`src/rtl/rv_pkg.sv`:
```
// Shared types and SoC address-map constants for the data-side interconnect.
// Slave defaults describe the FPGA SoC map: SRAM low, memory-mapped peripherals above.
package rv_pkg;

  localparam int XLEN = 32;

  localparam logic [XLEN-1:0] SRAM_BASE = 32'h0000_0000;
  localparam logic [XLEN-1:0] SRAM_MASK = 32'hF000_0000;
  localparam logic [XLEN-1:0] HEX_BASE  = 32'h1000_0000;
  localparam logic [XLEN-1:0] HEX_MASK  = 32'hFFFF_FF00;
  localparam logic [XLEN-1:0] KEY_BASE  = 32'h1000_0100;
  localparam logic [XLEN-1:0] KEY_MASK  = 32'hFFFF_FF00;
  localparam logic [XLEN-1:0] SPI_BASE  = 32'h1000_0200;
  localparam logic [XLEN-1:0] SPI_MASK  = 32'hFFFF_FF00;

  localparam int DEF_SLAVES = 4;
  localparam logic [DEF_SLAVES-1:0][XLEN-1:0] DEF_BASE =
    {SPI_BASE, KEY_BASE, HEX_BASE, SRAM_BASE};
  localparam logic [DEF_SLAVES-1:0][XLEN-1:0] DEF_MASK =
    {SPI_MASK, KEY_MASK, HEX_MASK, SRAM_MASK};

  localparam logic [XLEN-1:0] XBAR_ERR_DATA = 32'hDEAD_BEEF;

  typedef enum logic [1:0] {
    ERR_NONE     = 2'b00,
    ERR_UNMAPPED = 2'b01,
    ERR_TIMEOUT  = 2'b10,
    ERR_PROTOCOL = 2'b11
  } xbar_err_e;

  typedef enum logic [1:0] {
    ST_IDLE,
    ST_WAIT,
    ST_ERR
  } xbar_state_e;

  // A single-slave build still needs a one-bit index.
  function automatic int idx_width(input int n);
    return (n > 1) ? $clog2(n) : 1;
  endfunction

endpackage

```
`src/rtl/rv_xbar_decoder.sv`:
```
// Combinational address decoder: base/mask match per slave, lowest index wins.
// Shared by the data-side and the future instruction-side crossbar.
module rv_xbar_decoder
  import rv_pkg::*;
#(
  parameter int                                NUM_SLAVES = DEF_SLAVES,
  parameter logic [NUM_SLAVES-1:0][XLEN-1:0]   SLAVE_BASE = DEF_BASE,
  parameter logic [NUM_SLAVES-1:0][XLEN-1:0]   SLAVE_MASK = DEF_MASK,
  localparam int                               IDX_W      = idx_width(NUM_SLAVES)
) (
  input  logic [XLEN-1:0]       addr,
  output logic [NUM_SLAVES-1:0] onehot,
  output logic [IDX_W-1:0]      idx,
  output logic                  hit
);

  // NOTE: every output gets a default before the loop, otherwise a miss would
  // leave it unassigned and infer a latch.
  always_comb begin
    idx = '0;
    hit = 1'b0;
    // Scanning downwards lets the lowest matching slave be the last writer.
    for (int i = NUM_SLAVES - 1; i >= 0; i--) begin
      if ((addr & SLAVE_MASK[i]) == SLAVE_BASE[i]) begin
        idx = IDX_W'(i);
        hit = 1'b1;
      end
    end
    onehot = hit ? (NUM_SLAVES'(1) << idx) : '0;
  end

endmodule

```
`src/rtl/rv_data_xbar.sv`:
```
// Data-side crossbar: one core data port fanned out to address-decoded slaves,
// single outstanding transaction, error responses for miss, timeout and misuse.
module rv_data_xbar
  import rv_pkg::*;
#(
  parameter int                              NUM_SLAVES = DEF_SLAVES,
  parameter logic [NUM_SLAVES-1:0][XLEN-1:0] SLAVE_BASE = DEF_BASE,
  parameter logic [NUM_SLAVES-1:0][XLEN-1:0] SLAVE_MASK = DEF_MASK,
  parameter int                              TIMEOUT    = 255,
  parameter logic [XLEN-1:0]                 ERR_DATA   = XBAR_ERR_DATA
) (
  input  logic                             clk_i,
  input  logic                             arstn_i,
  input  logic                             data_req_i,
  input  logic                             data_we_i,
  input  logic [XLEN/8-1:0]                data_be_i,
  input  logic [XLEN-1:0]                  data_addr_i,
  input  logic [XLEN-1:0]                  data_wdata_i,
  output logic                             data_rvalid_o,
  output logic [XLEN-1:0]                  data_rdata_o,
  output logic [NUM_SLAVES-1:0]            slv_req_o,
  output logic                             slv_we_o,
  output logic [XLEN/8-1:0]                slv_be_o,
  output logic [XLEN-1:0]                  slv_wdata_o,
  output logic [XLEN-1:0]                  slv_addr_o,
  input  logic [NUM_SLAVES-1:0]            slv_rvalid_i,
  input  logic [NUM_SLAVES-1:0][XLEN-1:0]  slv_rdata_i,
  output logic                             err_o,
  output logic [1:0]                       err_code_o,
  output logic [XLEN-1:0]                  err_addr_o
);

  localparam int                IDX_W    = idx_width(NUM_SLAVES);
  localparam int                TMR_W    = $clog2(TIMEOUT + 1);
  localparam logic [TMR_W-1:0]  TMR_LAST = TMR_W'(TIMEOUT - 1);

  xbar_state_e       state;
  logic [IDX_W-1:0]  sel;
  logic [XLEN-1:0]   addr_q;
  logic [TMR_W-1:0]  timer;
  xbar_err_e         code_q;
  logic [XLEN-1:0]   err_addr_q;

  logic [NUM_SLAVES-1:0] dec_onehot;
  logic [IDX_W-1:0]      dec_idx;
  logic                  dec_hit;

  logic       new_req;
  logic       sel_rvalid;
  logic       timeout_hit;
  logic       tx_err;
  logic       proto_err;
  xbar_err_e  cur_code;
  logic [XLEN-1:0] cur_addr;

  rv_xbar_decoder #(
    .NUM_SLAVES (NUM_SLAVES),
    .SLAVE_BASE (SLAVE_BASE),
    .SLAVE_MASK (SLAVE_MASK)
  ) u_decoder (
    .addr   (data_addr_i),
    .onehot (dec_onehot),
    .idx    (dec_idx),
    .hit    (dec_hit)
  );

  assign slv_we_o    = data_we_i;
  assign slv_be_o    = data_be_i;
  assign slv_wdata_o = data_wdata_i;
  assign slv_addr_o  = data_addr_i & ~SLAVE_MASK[dec_idx];

  // Both request and response paths are combinational so the xbar adds no latency;
  // everything is gated by reset so a held reset presents a quiet bus.
  always_comb begin
    new_req     = arstn_i & data_req_i;
    sel_rvalid  = slv_rvalid_i[sel];
    timeout_hit = arstn_i && (state == ST_WAIT) && !sel_rvalid && (timer == TMR_LAST);
    tx_err      = arstn_i && ((state == ST_ERR) || timeout_hit);
    proto_err   = new_req && (state != ST_IDLE);
    err_o       = tx_err | proto_err;
    slv_req_o   = (new_req && (state == ST_IDLE) && dec_hit) ? dec_onehot : '0;

    data_rvalid_o = 1'b0;
    data_rdata_o  = '0;
    if (arstn_i) begin
      unique case (state)
        ST_WAIT: begin
          data_rvalid_o = sel_rvalid | timeout_hit;
          data_rdata_o  = timeout_hit ? ERR_DATA : slv_rdata_i[sel];
        end
        ST_ERR: begin
          data_rvalid_o = 1'b1;
          data_rdata_o  = ERR_DATA;
        end
        default: ;
      endcase
    end

    // The outstanding transaction's own error outranks a same-cycle protocol error.
    if (state == ST_ERR)  cur_code = ERR_UNMAPPED;
    else if (timeout_hit) cur_code = ERR_TIMEOUT;
    else                  cur_code = ERR_PROTOCOL;
    cur_addr   = tx_err ? addr_q : data_addr_i;
    err_code_o = err_o ? cur_code : code_q;
    err_addr_o = err_o ? cur_addr : err_addr_q;
  end

  // NOTE: sequential state is updated with non-blocking assignments only, so every
  // register samples the pre-edge values of its peers.
  always_ff @(posedge clk_i) begin
    if (!arstn_i) begin
      state      <= ST_IDLE;
      sel        <= '0;
      addr_q     <= '0;
      timer      <= '0;
      code_q     <= ERR_NONE;
      err_addr_q <= '0;
    end else begin
      if (err_o) begin
        code_q     <= cur_code;
        err_addr_q <= cur_addr;
      end
      unique case (state)
        ST_IDLE: begin
          if (new_req) begin
            addr_q <= data_addr_i;
            timer  <= '0;
            if (dec_hit) begin
              sel   <= dec_idx;
              state <= ST_WAIT;
            end else begin
              state <= ST_ERR;
            end
          end
        end
        ST_WAIT: begin
          if (sel_rvalid || timeout_hit) state <= ST_IDLE;
          else if (timer != '1)          timer <= timer + 1'b1;
        end
        ST_ERR:  state <= ST_IDLE;
        default: state <= ST_IDLE;
      endcase
    end
  end

endmodule

```
`config.mk`:
```
export PLATFORM = sky130hd
export DESIGN_NAME = rv_data_xbar
export DESIGN_NICKNAME = d
export VERILOG_FILES = /design/src/rtl/rv_pkg.sv /design/src/rtl/rv_xbar_decoder.sv /design/src/rtl/rv_data_xbar.sv
export SDC_FILE = /design/constraint.sdc
export NUM_CORES = 1
export LEC_CHECK = 0
export BUFFER_PORTS_ARGS = -buffer_cell sky130_fd_sc_hd__buf_2
export CELL_PAD_IN_SITES_DETAIL_PLACEMENT = 0
export CELL_PAD_IN_SITES_GLOBAL_PLACEMENT = 2
export CORE_ASPECT_RATIO = 2
export CORE_MARGIN = 2
export CORE_UTILIZATION = 21
export DETAILED_ROUTE_END_ITERATION = 8
export PLACE_DENSITY = 0.8
export SLEW_MARGIN = 20
export SYNTH_ARGS = -nofsm -noshare
export SYNTH_HDL_FRONTEND = slang
export SYNTH_SLANG_ARGS = --single-unit
export TNS_END_PERCENT = 20
```
`constraint.sdc`:
```
create_clock -name clk_i -period 3.02 [get_ports clk_i]
set_input_delay 0.604 -clock clk_i [delete_from_list [all_inputs] [get_ports clk_i]]
set_output_delay 0.604 -clock clk_i [all_outputs]
set_load 0.005 [all_outputs]
```
* Word level (Yosys, flattened, before mapping)
Index checks and enable logic that the tools add are counted.
Widths: inputs -> output; s select.
** Cells by class
- Add/subtract/negate cells :: 1
- Order comparisons :: 2
- Eq/ne operators :: 11
- Shifts and indexed selects :: 1
- Multiplexer cells :: 34
- Bitwise logic cells :: 5
- Reduce and logical (&&, ||, !) cells :: 18
** Operators by type and width (number)
- $mux 32 :: 6
- $bmux 32 s2 :: 2
- $eq 24x21->1 const B :: 3
- $pmux 32 s2 :: 1
- $and 32x32->32 :: 1
- $logic_not 32->1 :: 1
- $not 32->32 :: 1
- $mux 8 :: 3
- $mux 2 :: 9
- $pmux 8 s2 :: 1
- $add 8x1->8 const B :: 1
- $eq 8x8->1 const B :: 1
- $mux 4 :: 2
- $ne 8x8->1 const B :: 1
- $logic_and 1x1->1 :: 7
- $mux 1 :: 7
- $lt 2x3->1 const B :: 2
- $ne 2x1->1 const B :: 2
- $ne 2x2->1 const B :: 2
- $pmux 2 s2 :: 1
- $reduce_and 2->1 :: 2
- $reduce_and 4->1 :: 1
- $reduce_bool 2->1 :: 2
- $shl 1x2->4 const A :: 1
- other kinds (10) :: 12
** Storage, ports and cells
- Flip-flop bits (word level) :: 78
- Input port bits :: 204
- Output and inout port bits :: 141
- Word-level logic and storage cells :: 78

* Logic depth before layout (Yosys ltp)
Gate-level depths: netlist (run 1).
- Word-level depth :: 9
- Gate-level depth with buffers :: 9

* By module
A second synthesis (run 1) with hierarchy kept.
** Unflattened totals
- Cell total of the unflattened synthesis :: 670
- Area, all modules :: 5715.5 µm²
** Modules (own cells, without submodules)
- rv_data_xbar :: times used 1, cells an instance 651, area an instance 5536.6 µm², sequential area each 1561.5 µm²
- rv_xbar_decoder :: times used 1, cells an instance 19, area an instance 178.9 µm², sequential area each 0.0 µm²

* Least setup slack after synthesis (run 1)
OpenSTA, ideal clock, no wires.
- Path type :: input to output
- Start point :: in slv_rvalid_i[3]
- End point :: out err_addr_o[10]
- Arrival time :: 2381 ps
- Data required time :: 2416 ps
- Slack :: 35 ps
- Stages :: 6
- Buffers on the path :: 1
- Cells stage by stage :: mux4_2 > or4_4 > o21ai_4 > nand2_2 > buf_6 > o221a_1
** On the way
- Word-level cells in the longest chain between the ends :: 9
** Ends and longest elaborated chain
- start, declared :: RTL line rv_data_xbar.sv:26 : input logic [NUM_SLAVES-1:0] slv_rvalid_i,
- $bmux 1 s2 (*) :: RTL line rv_data_xbar.sv:76 : sel_rvalid = slv_rvalid_i[sel];
- $mux 1 (not written as such) (*) :: RTL line rv_data_xbar.sv:76
- $logic_not 1->1 (*) :: RTL line rv_data_xbar.sv:77 : timeout_hit = arstn_i && (state == ST_WAIT) && !sel_rvalid && (timer == TMR_LAST);
- $logic_and 1x1->1 (*) (2 in a row) :: RTL line rv_data_xbar.sv:77
- $logic_or 1x1->1 (*) :: RTL line rv_data_xbar.sv:78 : tx_err = arstn_i && ((state == ST_ERR) || timeout_hit);
- $logic_and 1x1->1 (*) :: RTL line rv_data_xbar.sv:78
- $mux 32 or $or 1x1->1 (tied branches) :: RTL line rv_data_xbar.sv:103, rv_data_xbar.sv:80
- $mux 32 (*)
- end, declared :: RTL line rv_data_xbar.sv:30 : output logic [XLEN-1:0] err_addr_o
Mark *: on every way between the ends. The rest lies on a longest branch, timed or not. The select of a mux whose other input is x is not followed.

* Worst setup path in the final report (run 1)
- Start point :: reg sel[0]
- End point :: out err_addr_o[31]
** On the way
- Word-level cells in the longest chain between the ends :: 9
** Ends and longest elaborated chain
- start, declared :: RTL line rv_data_xbar.sv:38 : logic [IDX_W-1:0] sel;
- start signal, assigned :: RTL line rv_data_xbar.sv:129 : sel <= dec_idx;
- $bmux 1 s2 (*) :: RTL line rv_data_xbar.sv:76
- $mux 1 (not written as such) (*) :: RTL line rv_data_xbar.sv:76
- $logic_not 1->1 (*) :: RTL line rv_data_xbar.sv:77
- $logic_and 1x1->1 (*) (2 in a row) :: RTL line rv_data_xbar.sv:77
- $logic_or 1x1->1 (*) :: RTL line rv_data_xbar.sv:78
- $logic_and 1x1->1 (*) :: RTL line rv_data_xbar.sv:78
- $mux 32 or $or 1x1->1 (tied branches) :: RTL line rv_data_xbar.sv:103, rv_data_xbar.sv:80
- $mux 32 (*)
Marks and branches as above.

==> results of run 1 <==
==> state kept, by name (all words and copies together), names as in the netlist <==
| name | flops |
|---|---|
| addr_q | 32 |
| err_addr_q | 32 |
| timer | 8 |
| code_q | 2 |
| sel | 2 |
| state | 2 |
==> layer usage <==
metal	vias to the layer above	GRT usage	part of all wire
met4	2	0.0856	0.041
met5	-	0	0.00045
met2	263	0.332	0.54
met1	2657	0.145	0.31
met3	73	0.0735	0.11
li1	2627	-	-
==> path summary, 6_finish.rpt <==
check / startpoint / endpoint / slack, ns / cells after the start
setup reg to reg: sel[0]$_SDFFE_PN0P_ / err_addr_q[5]$_SDFF_PN0_ / 0.75 / 7
hold reg to reg: addr_q[27]$_SDFFE_PN0P_ / addr_q[27]$_SDFFE_PN0P_ / 0.48 / 2
hold / removal: data_addr_i[4] / addr_q[4]$_SDFFE_PN0P_ / 0.47 / 3
setup / recovery: sel[0]$_SDFFE_PN0P_ / err_addr_o[31] / -0.25 / 7
==> per-stage QoR <==
step | hold WS, ns | worst slack, ns | instance area [um2]
CTS | 0.458 | -0.337 | 7380
global route | 0.477 | -0.347 | 7430
global placement | 0.465 | -0.314 | 6930
floorplan | 0.447 | 0.0352 | 5520
detailed placement | 0.466 | -0.326 | 6930
finish | 0.469 | -0.246 | 7430
==> power by group through the flow <==
stage / sequential [mW] / clock (mW) / combinational, mW
6_report: 1.15 / 1.08 / 0.732
5_1_grt: 1.16 / 1.16 / 0.803
4_1_cts: 1.15 / 1.13 / 0.740
3_5_place_dp: 1.18 / 0 / 0.688
3_3_place_gp: 1.17 / 0 / 0.680
2_1_floorplan: 1.16 / 0 / 0.421
==> placed cells by master (no fill, tap or decap), types with 8 or more instances in the layout <==
cell       count
buf_2        262
nand2_1      104
dfxtp_1       76
nand3_1       44
mux4_2        33
o21a_1        29
buf_4         29
o211a_1       24
mux2i_1       22
o221a_1       21
o21ai_0       19
a21oi_1       15
nor2b_1        9
nor2_1         9
nor3_1         9
clkbuf_16      9
mux2_2         8
buf_12         8
==> final cells by class <==
type / count / area, um2
Inverter: 7 / 26.3
Fill cell: 2777 / 18300
Antenna cell: 1 / 2.50
Sequential cell: 78 / 1570
Clock buffer: 9 / 225
Tap cell: 340 / 425
Clock inverter: 7 / 61.3
Timing Repair Buffer: 308 / 1840
Multi-Input combinational cell: 417 / 3290
==> cell families after synthesis <==
family | after synthesis
buffers and inverters | 127
adders and majority gates | 5
and+or+nand+nor | 203
DFF | 78
muxes | 63
AOI/OAI and AO/OA | 142
other | 1
==> critical path: cells and delay by family (launching register included) <==
| family | cells | cell delay, ns |
|---|---|---|
| compound gates | 2 | 0.43 |
| simple gates | 2 | 0.62 |
| flops | 1 | 0.37 |
| mux | 1 | 0.53 |
| buf+inv | 2 | 0.33 |
==> timing repair <==
| action | CTS | global route |
|---|---|---|
| resized for setup | 11 | 8 |
| endpoints found under the setup margin | 62 | 62 |
| cloned | 3 | 0 |
| pin swaps | 47 | 1 |
| endpoints found under the hold margin | 0 | 0 |
| buffers inserted | 4 | 1 |
==> report_table.html, run 1 <==
<table>
<tr><th>Metric</th><th>Value</th></tr>
<tr><th colspan="2">Timing</th></tr>
<tr><td>Final worst-path cycle share</td><td>1.08</td></tr>
<tr><td>Final number of setup-violating endpoints</td><td>59</td></tr>
<tr><td>Tightest Pin Transition</td><td>0.685 ns</td></tr>
<tr><td>Worst Slack Setup Final</td><td>-0.246 ns</td></tr>
<tr><td>Relative slew slack</td><td>0.540</td></tr>
<tr><td>Unrepaired setup endpoints after global routing</td><td>true</td></tr>
<tr><td>Final critical path time including I/O delays and setup</td><td>3.27 ns</td></tr>
<tr><td>Total negative slack for setup checks</td><td>-9.54 ns</td></tr>
<tr><td>Final-report max-slew violation count</td><td>0</td></tr>
<tr><td>Worst clock skew on the final layout</td><td>0.0142 ns</td></tr>
<tr><td>Highest attainable clock frequency</td><td>306 MHz</td></tr>
<tr><td>Number of hold-slack violations in the final timing report</td><td>0</td></tr>
<tr><th colspan="2">Synth</th></tr>
<tr><td>Post-synth top area share</td><td>0.284</td></tr>
<tr><td>Top cells by area in the synthesized netlist</td><td>dfxtp_1, mux4_2, nand2_1, buf_4, o211a_1</td></tr>
<tr><td>Most frequent cells after synthesis</td><td>nand2_1, dfxtp_1, buf_4</td></tr>
<tr><td>Post-synth EDFFs</td><td>0</td></tr>
<tr><td>Post-synthesis area per instance</td><td>8.90 um2</td></tr>
<tr><td>Fraction of the mapped netlist area in simple logic gates</td><td>0.170</td></tr>
<tr><td>Number of synthesized register bits</td><td>78</td></tr>
<tr><td>Post-synthesis share of cell area spent on full adders, half adders and majority gates</td><td>0.0114</td></tr>
<tr><td>Most instantiated flip-flop cell in the synthesis netlist</td><td>dfxtp_1</td></tr>
<tr><td>Xor/xnor share of the synthesized area</td><td>0</td></tr>
<tr><td>Yosys cell types</td><td>50</td></tr>
<tr><td>Synth Area in Compound Gates</td><td>0.212</td></tr>
<tr><td>Dominant combinational cell family by area after synthesis</td><td>compound AO/OA/AOI/OAI gates</td></tr>
<tr><td>Warnings, synthesis</td><td>0</td></tr>
<tr><td>Most frequently used cell type in the post-synthesis netlist</td><td>nand2_1</td></tr>
<tr><td>Area leader, netlist</td><td>dfxtp_1</td></tr>
<tr><td>Post-synth design cell area</td><td>5510 um2</td></tr>
<tr><td>Mux share of post-synthesis cell area</td><td>0.191</td></tr>
<tr><td>Register area share after synthesis</td><td>0.284</td></tr>
<tr><td>Proportion of synthesized flip-flops having asynchronous set or reset</td><td>0</td></tr>
<tr><td>Mapped Cells</td><td>619</td></tr>
<tr><th colspan="2">Clock tree</th></tr>
<tr><td>TritonCTS clock tree</td><td>yes</td></tr>
<tr><td>Root Driver</td><td>clkbuf_16</td></tr>
<tr><td>Clock Path Buffers</td><td>2</td></tr>
<tr><td>Num Clock Sinks</td><td>78</td></tr>
<tr><td>Depth of the CTS H-tree</td><td>3</td></tr>
<tr><td>Hold-fix buffers, CTS</td><td>0</td></tr>
<tr><td>CTS clk-pin slew, worst paths</td><td>0.07 ns</td></tr>
<tr><td>Number of buffers added by the clock tree synthesis step</td><td>9</td></tr>
<tr><td>Clock insertion delay at the later pin of the skew report</td><td>0.36 ns</td></tr>
<tr><th colspan="2">Job</th></tr>
<tr><td>Number of maximum-capacitance constraint violations</td><td>0</td></tr>
<tr><th colspan="2">Global route</th></tr>
<tr><td>Number of global-route vias before repair</td><td>5464</td></tr>
<tr><td>Sum of overflow across all layers after global routing</td><td>0</td></tr>
<tr><td>Pin count of the biggest net entering global routing</td><td>111</td></tr>
<tr><td>Overall global routing resource usage</td><td>0.171</td></tr>
<tr><td>Number of antenna violations at the first check in global routing</td><td>4</td></tr>
<tr><td>First-pass GRT wire length</td><td>34.5 mm</td></tr>
<tr><th colspan="2">Cells and area</th></tr>
<tr><td>Final Core Density</td><td>0.289</td></tr>
<tr><td>Final nets</td><td>1030</td></tr>
<tr><td>Layout overhead on the synthesized area</td><td>35.0%</td></tr>
<tr><td>Share of layout cells above drive strength 1</td><td>0.472</td></tr>
<tr><td>Non-filler instance count after layout</td><td>1167</td></tr>
<tr><th colspan="2">Critical path</th></tr>
<tr><td>Maximum fanout count along the critical path</td><td>8</td></tr>
<tr><td>Crit path arrival time</td><td>2.66 ns</td></tr>
<tr><td>Cell chain of the critical path</td><td>mux4_2 &gt; or4_4 &gt; o21ai_4 &gt; nand2_4 &gt; buf_12 &gt; o221a_2 &gt; buf_6</td></tr>
<tr><td>Crit Path Class</td><td>flop to output pin</td></tr>
<tr><td>Kind of end point of the critical path</td><td>output pin</td></tr>
<tr><td>Crit-path slowest cell</td><td>mux4_2</td></tr>
<tr><td>Slowest cell delay on critical path</td><td>0.53 ns</td></tr>
<tr><td>Startpoint kind of the worst setup timing path</td><td>flop</td></tr>
<tr><td>CP Data Required Time</td><td>2.42 ns</td></tr>
<tr><th colspan="2">Power and ir drop</th></tr>
<tr><td>Leakage power</td><td>3.64 nW</td></tr>
<tr><td>Clk pwr share</td><td>0.365</td></tr>
<tr><td>Largest voltage drop on the vdd net</td><td>0.000281 V</td></tr>
<tr><td>Sum of internal, switching and leakage power</td><td>2.97 mW</td></tr>
<tr><td>Cell internal pwr</td><td>2.05 mW</td></tr>
<tr><td>Sequential share of power</td><td>0.388</td></tr>
<tr><td>Power per standard cell area</td><td>399 nW/um2</td></tr>
<tr><td>Switching fraction of total power</td><td>0.309</td></tr>
<tr><td>Comb power frac</td><td>0.247</td></tr>
<tr><td>Reported net switching power</td><td>0.917 mW</td></tr>
<tr><th colspan="2">Routing</th></tr>
<tr><td>Routed Antenna Nets</td><td>0</td></tr>
<tr><td>Detailed-routing iteration count for the pre-antenna-repair pass</td><td>4</td></tr>
<tr><td>Total wire length</td><td>24.4 mm</td></tr>
<tr><td>Average detailed-routed wire length per instance</td><td>20.9 um</td></tr>
<tr><td>Vias per inst</td><td>4.82</td></tr>
<tr><td>DRC viols</td><td>0</td></tr>
<tr><td>Routed vias</td><td>5622</td></tr>
<tr><td>Number of DRC violations after detailed-routing iteration 0</td><td>156</td></tr>
<tr><th colspan="2">Floorplanning</th></tr>
<tr><td>Boundary Pins</td><td>345</td></tr>
<tr><td>Effective utilization at floorplan</td><td>0.214</td></tr>
<tr><td>Die W</td><td>119 um</td></tr>
<tr><td>Area of the die</td><td>27600 um2</td></tr>
<tr><td>Cell Rows</td><td>83</td></tr>
<tr><td>Die Y</td><td>233 um</td></tr>
<tr><td>Standard cell core area</td><td>25800 um2</td></tr>
<tr><th colspan="2">Placement</th></tr>
<tr><td>Detailed placement HPWL</td><td>18.5 mm</td></tr>
<tr><td>Post-Place Cells</td><td>1142</td></tr>
<tr><td>Placer congestion estimate</td><td>0.806</td></tr>
<tr><td>IO Port Bufs</td><td>266</td></tr>
<tr><th colspan="2">Outcome</th></tr>
<tr><td>Result of the run</td><td>finished, violations left</td></tr>
<tr><td>Violated checks</td><td>negative setup slack</td></tr>
<tr><th colspan="2">Worst hold path</th></tr>
<tr><td>Worst min-delay path class</td><td>input port to flop</td></tr>
</table>
Power figures use the tool's default switching activity.
==> run 2, diff against run 1 <==
Settings changed: CORE_ASPECT_RATIO 2 to 1.25, SKIP_CTS_REPAIR_TIMING from default to 1.
==> report_table.html, run 2 (synthesized netlist as in run 1, its figures left out) <==
<table>
<tr><th>Metric</th><th>Value</th></tr>
<tr><th colspan="2">Floorplanning</th></tr>
<tr><td>Die W</td><td>149 um (+26%)</td></tr>
<tr><td>Area of the die</td><td>27500 um2 (-0.26%)</td></tr>
<tr><td>Cell Rows</td><td>66 (-20%)</td></tr>
<tr><td>Die Y</td><td>185 um (-21%)</td></tr>
<tr><td>Boundary Pins</td><td>345 (unchanged)</td></tr>
<tr><td>Effective utilization at floorplan</td><td>0.212 (-0.00144)</td></tr>
<tr><td>Standard cell core area</td><td>25900 um2 (+0.68%)</td></tr>
<tr><th colspan="2">Routing</th></tr>
<tr><td>Number of DRC violations after detailed-routing iteration 0</td><td>205 (+31%)</td></tr>
<tr><td>Routed Antenna Nets</td><td>0 (unchanged)</td></tr>
<tr><td>Routed vias</td><td>5518 (-1.8%)</td></tr>
<tr><td>Average detailed-routed wire length per instance</td><td>18.9 um (-9.6%)</td></tr>
<tr><td>Total wire length</td><td>21.9 mm (-10%)</td></tr>
<tr><td>Detailed-routing iteration count for the pre-antenna-repair pass</td><td>4 (unchanged)</td></tr>
<tr><td>DRC viols</td><td>0 (unchanged)</td></tr>
<tr><td>Vias per inst</td><td>4.75 (-1.3%)</td></tr>
<tr><th colspan="2">Placement</th></tr>
<tr><td>Placer congestion estimate</td><td>0.840 (+4.2%)</td></tr>
<tr><td>Placed Area</td><td>6930 um2 (unchanged)</td></tr>
<tr><td>Detailed placement HPWL</td><td>16.9 mm (-8.4%)</td></tr>
<tr><td>Post-Place Cells</td><td>1142 (unchanged)</td></tr>
<tr><td>IO Port Bufs</td><td>266 (unchanged)</td></tr>
<tr><th colspan="2">Timing</th></tr>
<tr><td>Final-report max-slew violation count</td><td>0 (unchanged)</td></tr>
<tr><td>Tightest Pin Transition</td><td>0.653 ns (-0.0320 ns)</td></tr>
<tr><td>Worst clock skew on the final layout</td><td>0.0110 ns (-0.00319 ns)</td></tr>
<tr><td>Worst Slack Setup Final</td><td>-0.322 ns (-0.0757 ns)</td></tr>
<tr><td>Highest attainable clock frequency</td><td>299 MHz (-2.3%)</td></tr>
<tr><td>Number of hold-slack violations in the final timing report</td><td>0 (unchanged)</td></tr>
<tr><td>Relative slew slack</td><td>0.565 (+0.0244)</td></tr>
<tr><td>Final worst-path cycle share</td><td>1.11 (+0.0251)</td></tr>
<tr><td>Final number of setup-violating endpoints</td><td>59 (unchanged)</td></tr>
<tr><td>Final critical path time including I/O delays and setup</td><td>3.34 ns (+0.0757 ns)</td></tr>
<tr><td>Unrepaired setup endpoints after global routing</td><td>true</td></tr>
<tr><th colspan="2">Worst hold path</th></tr>
<tr><td>Worst min-delay path class</td><td>flop to flop</td></tr>
<tr><th colspan="2">Clock tree</th></tr>
<tr><td>Root Driver</td><td>clkbuf_16</td></tr>
<tr><td>TritonCTS clock tree</td><td>yes</td></tr>
<tr><td>Clock insertion delay at the later pin of the skew report</td><td>0.35 ns (about the same)</td></tr>
<tr><td>Number of buffers added by the clock tree synthesis step</td><td>9 (unchanged)</td></tr>
<tr><td>Clock Path Buffers</td><td>2 (unchanged)</td></tr>
<tr><td>Num Clock Sinks</td><td>78 (unchanged)</td></tr>
<tr><td>Depth of the CTS H-tree</td><td>3 (unchanged)</td></tr>
<tr><td>CTS clk-pin slew, worst paths</td><td>0.07 ns (about the same)</td></tr>
<tr><th colspan="2">Power and ir drop</th></tr>
<tr><td>Power per standard cell area</td><td>415 nW/um2 (+3.9%)</td></tr>
<tr><td>Leakage power</td><td>3.61 nW (-0.87%)</td></tr>
<tr><td>Largest voltage drop on the vdd net</td><td>0.000320 V (+14%)</td></tr>
<tr><th colspan="2">Job</th></tr>
<tr><td>Number of maximum-capacitance constraint violations</td><td>0 (unchanged)</td></tr>
<tr><th colspan="2">Critical path</th></tr>
<tr><td>Crit Path Class</td><td>flop to output pin</td></tr>
<tr><td>Kind of end point of the critical path</td><td>output pin</td></tr>
<tr><td>Crit path arrival time</td><td>2.74 ns (+0.08 ns)</td></tr>
<tr><td>Register-to-Register Setup Slack</td><td>0.55 ns (-0.20 ns)</td></tr>
<tr><td>CP Data Required Time</td><td>2.42 ns (about the same)</td></tr>
<tr><td>Maximum fanout count along the critical path</td><td>11 (+3)</td></tr>
<tr><td>Startpoint kind of the worst setup timing path</td><td>flop</td></tr>
<tr><th colspan="2">Cells and area</th></tr>
<tr><td>Non-filler instance count after layout</td><td>1161 (-0.51%)</td></tr>
<tr><td>Final nets</td><td>1023 (-0.68%)</td></tr>
<tr><td>Post-route cell area</td><td>7340 um2 (-1.2%)</td></tr>
<tr><td>Share of layout cells above drive strength 1</td><td>0.463 (-0.00940)</td></tr>
<tr><td>Layout overhead on the synthesized area</td><td>33.3%</td></tr>
<tr><td>Most used cells in the layout excluding fill and tap cells</td><td>buf_2, nand2_1, dfxtp_1, nand3_1, mux4_2</td></tr>
<tr><td>Filler Cell Count</td><td>2787 (+0.36%)</td></tr>
<tr><td>Largest registers in the final layout</td><td>addr_q (32), err_addr_q (32), timer (8)</td></tr>
<tr><td>Commonest non-fill, non-tap cell in the layout</td><td>buf_2</td></tr>
<tr><th colspan="2">Global route</th></tr>
<tr><td>Overall global routing resource usage</td><td>0.153 (-0.0179)</td></tr>
<tr><td>Number of antenna violations at the first check in global routing</td><td>5 (+1)</td></tr>
<tr><td>Pin count of the biggest net entering global routing</td><td>114 (+2.7%)</td></tr>
<tr><td>Number of global-route vias before repair</td><td>5388 (-1.4%)</td></tr>
<tr><td>First-pass GRT wire length</td><td>31.5 mm (-8.7%)</td></tr>
<tr><td>Sum of overflow across all layers after global routing</td><td>0 (unchanged)</td></tr>
<tr><th colspan="2">Outcome</th></tr>
<tr><td>Result of the run</td><td>finished, violations left</td></tr>
<tr><td>Violated checks</td><td>negative setup slack</td></tr>
</table>
==> run 2: area by class of cell <==
type	instances	area (um2)	area share
Multi-Input combinational cell	417	3270	0.446
Timing Repair Buffer	301	1720	0.235
Sequential cell	78	1560	0.213
Tap cell	340	425	0.0579
Clock buffer	9	225	0.0307
Clock inverter	7	98.8	0.0135
Inverter	7	26.3	0.00358
Antenna cell	2	5.00	0.000682
==> run 2: per-stage QoR <==
step | TNS [ns] | total power, mW | utilization | hold slack, ns | setup slack (ns)
finish | -14.38 | 3.04 | 0.283 | 0.472 | -0.322
global placement | -13.61 | 1.85 | 0.267 | 0.460 | -0.313
global route | -19.55 | 3.20 | 0.283 | 0.497 | -0.410
CTS | -16.90 | 3.08 | 0.280 | 0.474 | -0.379
floorplan | 0 | 1.58 | - | 0.447 | 0.0352
detailed placement | -14.32 | 1.86 | 0.267 | 0.464 | -0.336
==> run 2: routing by layer <==
layer  up-vias  wire [um]  global-route usage
li1       2606          -                   -
met1      2616       8340               0.164
met2       246      10500               0.265
met3        48       1980              0.0456
met4         2       1120              0.0933
met5         -         12                   0
==> run 2: worst paths after layout <==
kind | start | to | cells after the start
worst min register to register | addr_q[6]$_SDFFE_PN0P_ | err_addr_q[6]$_SDFF_PN0_ | 2
worst max register to register | state[1]$_SDFFE_PN0P_ | timer[3]$_SDFFE_PN0P_ | 8
worst max-delay path | sel[0]$_SDFFE_PN0P_ | err_addr_o[8] | 7
worst min-delay path | addr_q[6]$_SDFFE_PN0P_ | err_addr_q[6]$_SDFF_PN0_ | 2
==> run 2: where the power goes <==
group	leakage, nW	internal (mW)	switching (mW)
registers	0.641	1.11	0.0439
clock network	0.156	0.727	0.467
logic	2.82	0.354	0.347
total	3.61	2.19	0.858
==> run 2: worst max-delay path: stages, from the launching register on <==
cell	delay [ns]
dfxtp_2	0.35
mux4_2	0.54
or4_4	0.59
o21ai_4	0.19
nand2_4	0.13
buf_12	0.20
o221a_2	0.24
buf_2	0.13
